==> config.mk <==
export PLATFORM = sky130hd
export DESIGN_NAME = aes_word_packer
export DESIGN_NICKNAME = d
export VERILOG_FILES = /design/src/rtl/aes_top_pack.sv /design/src/rtl/aes_stat_counter.sv /design/src/rtl/aes_word_packer.sv
export SDC_FILE = /design/constraint.sdc
export NUM_CORES = 1
export LEC_CHECK = 0
export ABC_AREA = 1
export ABC_CLOCK_PERIOD_IN_PS = 15100
export CAP_MARGIN = 25
export CORE_MARGIN = 5
export CORE_UTILIZATION = 50
export CTS_CLUSTER_DIAMETER = 100
export DETAILED_ROUTE_END_ITERATION = 6
export PLACE_DENSITY = 0.77
export SYNTH_ARGS = -nofsm -noshare
export SYNTH_HDL_FRONTEND = slang
export SYNTH_HIERARCHICAL = 1
export SYNTH_SLANG_ARGS = --single-unit
==> constraint.sdc <==
create_clock -name clk -period 15.1 [get_ports clk]
set_input_delay 1.51 -clock clk [delete_from_list [all_inputs] [get_ports clk]]
set_output_delay 1.51 -clock clk [all_outputs]
set_load 0.005 [all_outputs]
==> src/rtl/aes_top_pack.sv <==
// Shared AES top-level constants and types: widths, register offsets, block type.
package aes_top_pack;

  localparam int unsigned REG_SIZE          = 32;
  localparam int unsigned AES_DATA_WIDTH    = 128;
  localparam int unsigned WORD_COUNTER_SIZE = 8;
  localparam int unsigned WORDS_PER_BLOCK   = AES_DATA_WIDTH / REG_SIZE;

  // Peripheral register map (byte offsets from PERIPHERAL_ADDR)
  localparam int unsigned PERIPHERAL_ADDR   = 'h4000_0000;
  localparam int unsigned PACKER_WORD_CNT   = 'hC;
  localparam int unsigned PACKER_BLOCK_CNT  = 'h10;

  typedef logic [REG_SIZE-1:0]       aes_word_t;
  typedef logic [AES_DATA_WIDTH-1:0] aes_block_t;

endpackage

==> src/rtl/aes_stat_counter.sv <==
// Wrapping statistics counter; clear has priority over increment.
module aes_stat_counter #(
  parameter int unsigned WIDTH = 8
) (
  input  logic             clk,
  input  logic             rst,
  input  logic             clear,
  input  logic             inc,
  output logic [WIDTH-1:0] count
);

  always_ff @(posedge clk or posedge rst) begin
    if (rst) begin
      count <= '0;
    end else if (clear) begin
      count <= '0;
    end else if (inc) begin
      count <= count + WIDTH'(1);
    end
  end

endmodule

==> src/rtl/aes_word_packer.sv <==
// Packs a framed 32-bit word stream into 128-bit AES blocks, zero-padding
// the tail block of each packet, with word/block statistics counters.
module aes_word_packer
  import aes_top_pack::*;
#(
  parameter int unsigned IN_WIDTH  = REG_SIZE,
  parameter int unsigned OUT_WIDTH = AES_DATA_WIDTH,
  parameter int unsigned CNT_WIDTH = WORD_COUNTER_SIZE
) (
  input  logic                 clk,
  input  logic                 rst,
  input  logic [IN_WIDTH-1:0]  in_data,
  input  logic                 in_valid,
  input  logic                 in_sop,
  input  logic                 in_eop,
  output logic                 in_ready,
  output logic [OUT_WIDTH-1:0] out_data,
  output logic                 out_valid,
  output logic                 out_sop,
  output logic                 out_eop,
  output logic [1:0]           out_empty,
  input  logic                 out_ready,
  input  logic                 cnt_clear,
  output logic [CNT_WIDTH-1:0] word_cnt,
  output logic [CNT_WIDTH-1:0] block_cnt,
  output logic                 err_sop
);

  localparam int unsigned WPB    = OUT_WIDTH / IN_WIDTH;
  localparam int unsigned FILL_W = $clog2(WPB);
  localparam logic [FILL_W-1:0] LAST_SLOT = FILL_W'(WPB - 1);

  logic [IN_WIDTH-1:0]  slot [WPB-1];
  logic [FILL_W-1:0]    fill;
  logic [FILL_W-1:0]    eff_fill;
  logic                 first_flag;
  logic                 accept;
  logic                 handoff;
  logic                 restart;
  logic                 complete;
  logic [OUT_WIDTH-1:0] next_block;

  // A completing word may only stall behind a full, non-draining output register
  assign in_ready = ((fill < LAST_SLOT) && !in_eop) || !out_valid || out_ready;
  assign accept   = in_valid && in_ready;
  assign handoff  = out_valid && out_ready;

  // sop mid-block abandons the partial block; the word restarts at slot 0
  assign restart  = in_sop && (fill != '0);
  assign eff_fill = restart ? '0 : fill;
  assign complete = (eff_fill == LAST_SLOT) || in_eop;

  // First word lands in the MSBs; unused trailing words stay zero
  always_comb begin
    next_block = '0;
    for (int unsigned i = 0; i < WPB - 1; i++) begin
      if (i < 32'(eff_fill)) begin
        next_block[OUT_WIDTH-1-i*IN_WIDTH -: IN_WIDTH] = slot[i];
      end
    end
    next_block[OUT_WIDTH-1-32'(eff_fill)*IN_WIDTH -: IN_WIDTH] = in_data;
  end

  always_ff @(posedge clk or posedge rst) begin
    if (rst) begin
      for (int unsigned i = 0; i < WPB - 1; i++) begin
        slot[i] <= '0;
      end
      fill       <= '0;
      first_flag <= 1'b1;
      out_data   <= '0;
      out_valid  <= 1'b0;
      out_sop    <= 1'b0;
      out_eop    <= 1'b0;
      out_empty  <= '0;
      err_sop    <= 1'b0;
    end else begin
      err_sop   <= accept && restart;
      out_valid <= (accept && complete) || (out_valid && !out_ready);
      if (accept) begin
        if (complete) begin
          out_data  <= next_block;
          out_sop   <= first_flag || restart;
          out_eop   <= in_eop;
          out_empty <= LAST_SLOT - eff_fill;
          fill      <= '0;
        end else begin
          slot[eff_fill] <= in_data;
          fill           <= eff_fill + FILL_W'(1);
        end
        if (in_eop) begin
          first_flag <= 1'b1;
        end else if (complete) begin
          first_flag <= 1'b0;
        end else if (restart) begin
          first_flag <= 1'b1;
        end
      end
    end
  end

  aes_stat_counter #(.WIDTH(CNT_WIDTH)) u_word_cnt (
    .clk   (clk),
    .rst   (rst),
    .clear (cnt_clear),
    .inc   (accept),
    .count (word_cnt)
  );

  aes_stat_counter #(.WIDTH(CNT_WIDTH)) u_block_cnt (
    .clk   (clk),
    .rst   (rst),
    .clear (cnt_clear),
    .inc   (handoff),
    .count (block_cnt)
  );

endmodule

==> results.toml, run 1 <==
[status]
status = "finished clean"

[setup_path]
crit_start = "in_eop"
required_ns = 13.59
crit_slowest_cell = "clkdlybuf4s50_1"
r2r_setup_slack_ns = 11.89
worst-r2r-cell-count = 7
cpPeakStageDelay_ns = 0.58
regToRegStartpoint = "fill[1]"
cpMostUsedCell = "clkdlybuf4s50_1"
path_max_fanout = 6
endpoint_kind = "primary output"
setup.worst_path.class = "primary input to primary output"
arrival_ns = 2.99
r2r_end = "out_sop"
start_kind = "primary input"
cp-endpoint = "in_ready"
crit_chain = "clkdlybuf4s50_1 > inv_1 > nand2_1 > nand2_2 > clkdlybuf4s50_1"

[floorplanning]
ios = 190
coreArea_sq_um = 22000
start_util_pct = 51.2
num_rows = 54
die_x_um = 160
die_area_sq_um = 25600
die_y_um = 160

[clock_tree]
cts.sinks = 249
postCtsSetupBuffers = 0
insertion_delay_ns = 0.53
cts_resized = 0
cts_tree = "done"
htreeDepth = 1
cts_buffer_depth = 3
numCtsBuffers = 27
path_clk_slew_ns = 0.06
clockRootBuffer = "clkbuf_16"
cts_hold_buffers = 0

[place]
portBuffers = 189
gp_congestion = 0.861
hpwl_um = 18200

[pwr]
peakVddDrop_uv = 82.1
pwr_density_cell_nw_per_um2 = 130
p_leak_nw = 7.53
finalPower_mw = 1.83

[layout]
insertedDiodeCount = 0
syn_to_final_growth_pct = 25.5
final_nets = 1650
nFillCells = 1848
layout-drive-gt1-share_pct = 5.22
regArea_sq_um = 6230
multiInputGateArea_sq_um = 4480

[synthesis]
yosysWarnings = 6
yosysTopAreaCell = "dfrtp_1"
yosys_register_bits = 249
syn-instance-count = 1453
syn_avg_cell_area_sq_um = 7.73
synthesis.area_sq_um = 11200
syn_nets = 1494
ys_seq_area_share_pct = 55.5
synth.distinct_cells = 26
synth_top_cell_area_share_pct = 55.2
yosys-top-cells-area = "dfrtp_1, nand2_1, nand3_1, buf_2, inv_1"

[detailed_routing]
wl_per_cell_um = 15.4
ant_nets = 0
drc = 0
routed_wl_um = 29400
num_vias = 9737
firstDrtPassIters = 5
vias_per_cell = 5.11
drtIter0Drc = 655

[timing]
tightest_slew_ns = 1.03
setup_viol = 0
tns_ns = 0
period_share_pct = 29.8
fin_skew_ns = 0.00872
slew_headroom_pct = 31.2
drv_slew = 0
whs_ns = 0.465
grt_setup_unrepaired = "false"
hold_viol = 0
period_minus_slack_ns = 4.50
fmax_mhz = 222

[hold_path]
whs_path_depth = 2
hp-class = "register to register"

[grt]
grt_pass1_wl_um = 49500
antenna_found_initial = 0
grt_max_degree = 151
globalRouteOverflowTotal = 0
grt_pass1_vias = 9498
track_usage_pct = 22.9

[job]
maxCapViolations = 0
-- placed cells by master, fill, tap and decap left out, drive strengths merged --
master,netlist,final
bufinv,0,1
clkbuf,16,41
clkdlybuf4s50,0,189
inv,41,43
nor3b,2,2
clkinv,0,3
nand3,108,108
buf,60,14
dfstp,1,1
nand2,905,905
o21ai,15,15
nand4,12,12
xnor2,2,2
ha,2,2
dfrtp,248,248
nor3,3,3
nor2,34,34
a21oi,4,4
-- area by class of cell --
| type | instances | area share (%) |
|---|---|---|
| clock buffers | 41 | 5.52 |
| clock inverters | 6 | 0.444 |
| inverters | 41 | 1.14 |
| multi-input cells | 1087 | 31.8 |
| flip-flops and latches | 249 | 44.2 |
| well taps | 280 | 2.48 |
| repair buffers | 203 | 14.4 |
-- report_power, final --
part	internal (mW)	switching [mW]	total (mW)
sequential	0.797	0.0751	0.872
clock	0.371	0.262	0.633
combinational	0.143	0.181	0.324
-- cells by family after synthesis --
family / after synthesis / share of synthesized area [%]
flip-flops: 249 / 55.5
adder cells (fa/ha/maj): 2 / 0.223
buffers and inverters: 117 / 5.03
XOR/XNOR: 2 / 0.156
AND/OR/NAND/NOR: 1064 / 38.3
AO/OA/AOI/OAI: 19 / 0.846
-- worst min path at each step --
stage / start / end / slack [ns]
2_1_floorplan: first_flag / first_flag / 0.44
3_3_place_gp: slot[24] / slot[24] / 0.45
3_5_place_dp: out_data[27] / out_data[27] / 0.46
4_1_cts: first_flag / first_flag / 0.47
5_1_grt: first_flag / first_flag / 0.48
6_report: out_data[27] / out_data[27] / 0.47
-- cells in the mapped netlist --
cell type / count
nor3b_1: 2
nand2_4: 1
nand2_2: 3
ha_1: 2
clkbuf_1: 16
xnor2_1: 2
nand2_1: 901
nor3_4: 1
o21ai_1: 1
buf_4: 11
nor2_2: 1
nand3_1: 105
buf_2: 38
nand4_1: 12
o21ai_0: 14
inv_1: 36
nor2_4: 10
a21oi_1: 4
buf_1: 6
dfstp_2: 1
nor2_1: 23
dfrtp_1: 248
nor3_2: 2
nand3_2: 3
inv_2: 5
buf_6: 5
-- state kept, by name (all words and copies together) (netlist names) --
register and cells:
u_block_cnt/count 8, out_empty 2, fill 2, out_valid 1, out_data 128, out_eop 1
err_sop 1, first_flag 1, u_word_cnt/count 8, slot 96, out_sop 1
-- critical path: cells and delay by family --
kind                   cells  cell delay (ns)
buffers and inverters      3             1.26
and+or+nand+nor            2             0.22
-- metrics by stage --
stage          setup slack, ns  instance area (sq um)  instances  util [%]
2_1_floorplan             7.20                  11200       1453         -
3_3_place_gp             10.48                  13200       1858      60.1
3_5_place_dp             10.44                  13200       1858      60.1
4_1_cts                  10.62                  14000       1905      64.0
5_1_grt                  10.57                  14100       1907      64.2
6_report                 10.60                  14100       1907      64.2
-- per-layer routing --
metal	GRT usage (%)	vias to the layer above	part of all wire, %
met5	0	-	0
met4	5.24	0	1.8
met3	3.92	41	5.7
met2	39.3	279	49
met1	30.9	4658	43
li1	-	4759	-
Note: power is estimated with default switching activity, not from simulation.
==> inputs of run 2 (changes only) <==
--- a/config.mk
+++ b/config.mk
@@ -6,7 +6,7 @@
 export NUM_CORES = 1
 export LEC_CHECK = 0
 export ABC_AREA = 1
-export ABC_CLOCK_PERIOD_IN_PS = 15100
+export ABC_CLOCK_PERIOD_IN_PS = 4400
 export CAP_MARGIN = 25
 export CORE_MARGIN = 5
 export CORE_UTILIZATION = 50
==> constraint.sdc (replaced) <==
create_clock -name clk -period 4.4 [get_ports clk]
set_input_delay 0.44 -clock clk [delete_from_list [all_inputs] [get_ports clk]]
set_output_delay 0.44 -clock clk [all_outputs]
set_load 0.005 [all_outputs]
==> run 2 against run 1 <==
  * Total power grew to 3.5 times the previous value
  * Largest power group unchanged
  * Sequential power rose to 3.4 times the previous value
  * Die area stayed put
  * Non-clock buffer count grew 5
  * Register-to-register slack got worse by 10 ns
  * Clock power increased to 3.6 times the previous value
  * First-iteration DRC count rose by 1.1%
==> results.toml, run 2 (synthesis gave the netlist of run 1 again) <==
[layout]
largest_reg_flops = 128
regArea_sq_um = 6230
layout-drive-gt1-share_pct = 6.06
largest-register = "out_data"
insertedDiodeCount = 0
syn_to_final_growth_pct = 26.5
layout.cells.most_common = "nand2_1"
multiInputGateArea_sq_um = 4480
final_nets = 1655
nFillCells = 1844
top_regs = "out_data x128, slot x96"
stdcell_count = 1913
final_cell_mix = "nand2_1, dfrtp_1, clkdlybuf4s50_1"

[floorplanning]
die_area_sq_um = 25600
die_x_um = 160
die_y_um = 160
num_rows = 54
start_util_pct = 51.2
coreArea_sq_um = 22000
ios = 190

[pwr]
pwr_density_cell_nw_per_um2 = 451
p_leak_nw = 7.59
peakVddDrop_uv = 298

[timing]
period_minus_slack_ns = 2.68
tightest_slew_ns = 0.971
grt_setup_unrepaired = "false"
fin_skew_ns = 0.00839
tns_ns = 0
whs_ns = 0.319
period_share_pct = 60.9
slew_headroom_pct = 35.1
drv_slew = 0
setup_viol = 0
hold_viol = 0
fmax_mhz = 373
setup_slack_ns = 1.72

[place]
gp_congestion = 0.836
hpwl_um = 18500
dp_slack_ns = 1.24
portBuffers = 189
dp.cells = 1865

[setup_path]
cpMostUsedCell = "nand2_1"
arrival_ns = 3.08
start_kind = "register"
crit_slowest_cell = "nand4_1"
crit_chain = "inv_2 > nand2_1 > nand2_2 > nand4_1 > buf_4 > nand2_1 > nand2_1"
required_ns = 4.80
worst-r2r-cell-count = 7
setup.worst_path.class = "register to register"
path_max_fanout = 21
endpoint_kind = "register"
cpPeakStageDelay_ns = 0.67

[grt]
antenna_found_initial = 0
globalRouteOverflowTotal = 0
track_usage_pct = 22.9
grt_max_degree = 147
grt_pass1_vias = 9366
grt_pass1_wl_um = 49100

[detailed_routing]
routed_wl_um = 29300
drc = 0
num_vias = 9791
vias_per_cell = 5.12
drtIter0Drc = 662
firstDrtPassIters = 5
ant_nets = 0
wl_per_cell_um = 15.3

[clock_tree]
cts_resized = 0
cts_tree = "done"
cts_hold_buffers = 0
cts_buffer_depth = 3
htreeDepth = 1
postCtsSetupBuffers = 0
path_clk_slew_ns = 0.06
numCtsBuffers = 27
cts.sinks = 249
clockRootBuffer = "clkbuf_16"
insertion_delay_ns = 0.52

[hold_path]
hp-class = "primary input to asynchronous set/reset pin"

[status]
status = "finished clean"

[job]
maxCapViolations = 0
[run 2: cell types whose count changed in the layout (fill, tap and decap cells not counted), sizes merged]
cell      change
inv           -2
clkbuf        -4
buf           +5
clkinvlp      +3
clkinv        +3
bufinv        +1
[run 2: worst paths after layout]
path / start / endpoint / slack [ns]
setup / recovery: fill[1] / slot[93] / 1.72
hold / removal: rst / u_block_cnt/count[0] / 0.32
setup reg to reg: fill[1] / slot[93] / 1.72
hold reg to reg: first_flag / first_flag / 0.46
max in group asynchronous: rst / out_data[72] / 2.83
min in group clk: first_flag / first_flag / 0.46
[run 2: routing by layer]
layer / vias to the layer above / global-route usage (%) / part of all wire, %
met5: - / 0 / 0
met4: 0 / 5.79 / 1.9
li1: 4774 / - / -
met3: 43 / 3.74 / 6.5
met2: 306 / 38.0 / 47
met1: 4668 / 31.8 / 44
[run 2: report_power, final]
part	total (mW)	internal (mW)	switching, mW	leakage, nW
registers	3.00	2.74	0.262	3.25
logic	1.11	0.496	0.617	3.88
clock network	2.30	1.39	0.907	0.455
[run 2: metrics by stage]
| stage | utilization, % | power, mW | cell area (sq um) |
|---|---|---|---|
| floorplan | - | 3.60 | 11200 |
| global placement | 60.4 | 4.09 | 13300 |
| detailed placement | 60.6 | 4.15 | 13300 |
| CTS | 64.7 | 6.46 | 14200 |
| global route | 64.7 | 6.77 | 14200 |
| finish | 64.7 | 6.41 | 14200 |
[run 2: area by class of cell]
type | count | share of cell area [%]
Tap cell | 280 | 2.46
Clock inverter | 11 | 0.801
Clock buffer | 37 | 5.65
Multi-Input combinational cell | 1087 | 31.5
Sequential cell | 249 | 43.8
Inverter | 41 | 1.11
Timing Repair Buffer | 208 | 14.6
[run 2: critical path: cells and delay by family, from the launching register on]
family / cells / cell delay (ns)
AND/OR/NAND/NOR: 5 / 1.35
buffers and inverters: 2 / 0.70
flip-flops: 1 / 0.52
==> inputs of run 3 (changes only) <==
--- a/config.mk
+++ b/config.mk
@@ -6,10 +6,10 @@
 export NUM_CORES = 1
 export LEC_CHECK = 0
 export ABC_AREA = 1
-export ABC_CLOCK_PERIOD_IN_PS = 4400
+export ABC_CLOCK_PERIOD_IN_PS = 2100
 export CAP_MARGIN = 25
 export CORE_MARGIN = 5
-export CORE_UTILIZATION = 50
+export CORE_UTILIZATION = 48
 export CTS_CLUSTER_DIAMETER = 100
 export DETAILED_ROUTE_END_ITERATION = 6
 export PLACE_DENSITY = 0.77
==> constraint.sdc (replaced) <==
create_clock -name clk -period 2.1 [get_ports clk]
set_input_delay 0.21 -clock clk [delete_from_list [all_inputs] [get_ports clk]]
set_output_delay 0.21 -clock clk [all_outputs]
set_load 0.005 [all_outputs]
==> run 3 against run 2 <==
  * Global-route usage hardly changed
  * Fmax increased by 49%
  * Largest cell class unchanged
  * Critical path depth increased by 2
  * Total power rose by 110%
  * Core utilization down 2.4 points
==> results.toml, run 3 (synthesis gave the netlist of run 1 again) <==
[setup_path]
path_max_fanout = 26
cpPeakStageDelay_ns = 0.46
cp.depth = 9
crit_chain = "buf_4 > inv_2 > nand2_1 > a21oi_4 > buf_4 > nand2_1 > nand2_1 > nand2_1 > nand2_1"
cp_num_buf_inv = 3
r2r_setup_slack_ns = 0.31
crit_slowest_cell = "dfrtp_2"
cp-endpoint = "out_data[71]"
worst-r2r-cell-count = 9
regToRegStartpoint = "fill[1]"
arrival_ns = 2.26
crit_start = "fill[1]"
start_kind = "register"
cpMostUsedCell = "nand2_1"
required_ns = 2.56
cp_top_family = "buffers and inverters"
setup.worst_path.class = "register to register"
r2r_end = "out_data[71]"
endpoint_kind = "register"

[layout]
largest-register = "out_data"
final_cell_mix = "nand2_1, dfrtp_1, clkdlybuf4s50_1"
top_regs = "out_data x128, slot x96"
largest_reg_flops = 128
fin_util_pct = 62.3
layout-drive-gt1-share_pct = 6.79
layout.cells.most_common = "nand2_1"
final_nets = 1672
syn_to_final_growth_pct = 29.0
insertedDiodeCount = 0
stdcell_count = 1969

[detailed_routing]
firstDrtPassIters = 5
routed_wl_um = 30100
drtIter0Drc = 636
drc = 0
ant_nets = 0
vias_per_cell = 5.01
num_vias = 9865
wl_per_cell_um = 15.3

[grt]
grt_pass1_vias = 9772
grt_pass1_wl_um = 50100
globalRouteOverflowTotal = 0
antenna_found_initial = 0
grt_max_degree = 73
track_usage_pct = 22.9

[clock_tree]
cts_tree = "done"
clockRootBuffer = "clkbuf_16"
insertion_delay_ns = 0.53
cts.sinks = 249
numCtsBuffers = 27
path_clk_slew_ns = 0.06
htreeDepth = 1
cts_hold_buffers = 0
cts_buffer_depth = 3
postCtsSetupBuffers = 0

[pwr]
pwr_density_cell_nw_per_um2 = 925
peakVddDrop_uv = 489
p_leak_nw = 7.69

[floorplanning]
die_area_sq_um = 26600
die_y_um = 163
ios = 190
num_rows = 56
start_util_pct = 48.3
die_x_um = 163
coreArea_sq_um = 23300

[timing]
hold_viol = 0
grt_setup_unrepaired = "false"
tns_ns = 0
fin_skew_ns = 0.0137
fmax_mhz = 557
period_minus_slack_ns = 1.79
setup_viol = 0
period_share_pct = 85.4
drv_slew = 0
slew_headroom_pct = 71.9
tightest_slew_ns = 0.422

[place]
hpwl_um = 19600
dp.cells = 1921
gp_congestion = 0.886
portBuffers = 189

[status]
status = "finished clean"

[job]
maxCapViolations = 0

[hold_path]
hp-class = "primary input to asynchronous set/reset pin"
-- run 3: changes by cell type in the layout (fill, tap and decap cells not counted), moves of 2 or more --
cell / change
dfrtp_1: -2
buf_12: +12
clkbuf_1: +7
clkinv_2: -3
buf_4: +6
clkinvlp_4: -2
clkbuf_8: -2
dfrtp_2: +2
-- run 3: repair_timing --
item	4_1_cts	5_1_grt
endpoints found under the setup margin	1	1
gates resized for setup	1	3
gates cloned	0	0
-- run 3: routing by layer --
layer	up-vias	routed length, um	GRT usage (%)
li1	4802	-	-
met1	4739	13100	31.4
met2	272	14600	38.5
met3	52	1620	3.04
met4	0	742	6.33
met5	-	0	0
-- run 3: layout make-up --
| cell class | instances | area [sq um] |
|---|---|---|
| repair buffers | 225 | 2340 |
| clock inverters | 6 | 83.8 |
| clock buffers | 42 | 802 |
| multi-input cells | 1087 | 4480 |
| well taps | 319 | 399 |
| fillers | 2064 | 8760 |
| inverters | 41 | 158 |
| flip-flops and latches | 249 | 6230 |
-- run 3: how the worst min path moves through the flow --
stage / end / startpoint / cells past startpoint / slack, ns
after detailed placement: out_data[0] / out_data[0] / 2 / 0.46
after global routing: u_block_cnt/count[3] / rst / 2 / 0.06
final: u_block_cnt/count[3] / rst / 2 / 0.05
after global placement: out_data[58] / out_data[58] / 2 / 0.45
after floorplan: u_block_cnt/count[0] / rst / 1 / 0.03
after CTS: u_block_cnt/count[0] / rst / 2 / 0.04
-- run 3: worst reg2reg max path: stages, from the launching register on --
cell and delay (ns):
dfrtp_2 0.46, buf_4 0.18, inv_2 0.12, nand2_1 0.16, a21oi_4 0.20, buf_4 0.33
nand2_1 0.12, nand2_1 0.07, nand2_1 0.05, nand2_1 0.06
-- run 3: through the flow --
| stage | power, mW | hold WS, ns | area, sq um | worst slack [ns] |
|---|---|---|---|---|
| 6_report | 13.4 | 0.0478 | 14500 | 0.306 |
| 5_1_grt | 14.2 | 0.0589 | 14500 | 0.159 |
| 4_1_cts | 13.6 | 0.0417 | 14500 | 0.00868 |
| 3_5_place_dp | 8.77 | 0.457 | 13600 | 0.108 |
| 3_3_place_gp | 8.65 | 0.453 | 13600 | 0.178 |
| 2_1_floorplan | 7.54 | 0.0257 | 11200 | -1.16 |
-- run 3: where the power goes --
group          leakage [nW]  total, mW  internal [mW]  switching, mW
logic                  4.01       2.41           1.10           1.32
clock network         0.437       4.73           2.85           1.88
registers              3.25       6.27           5.74          0.534
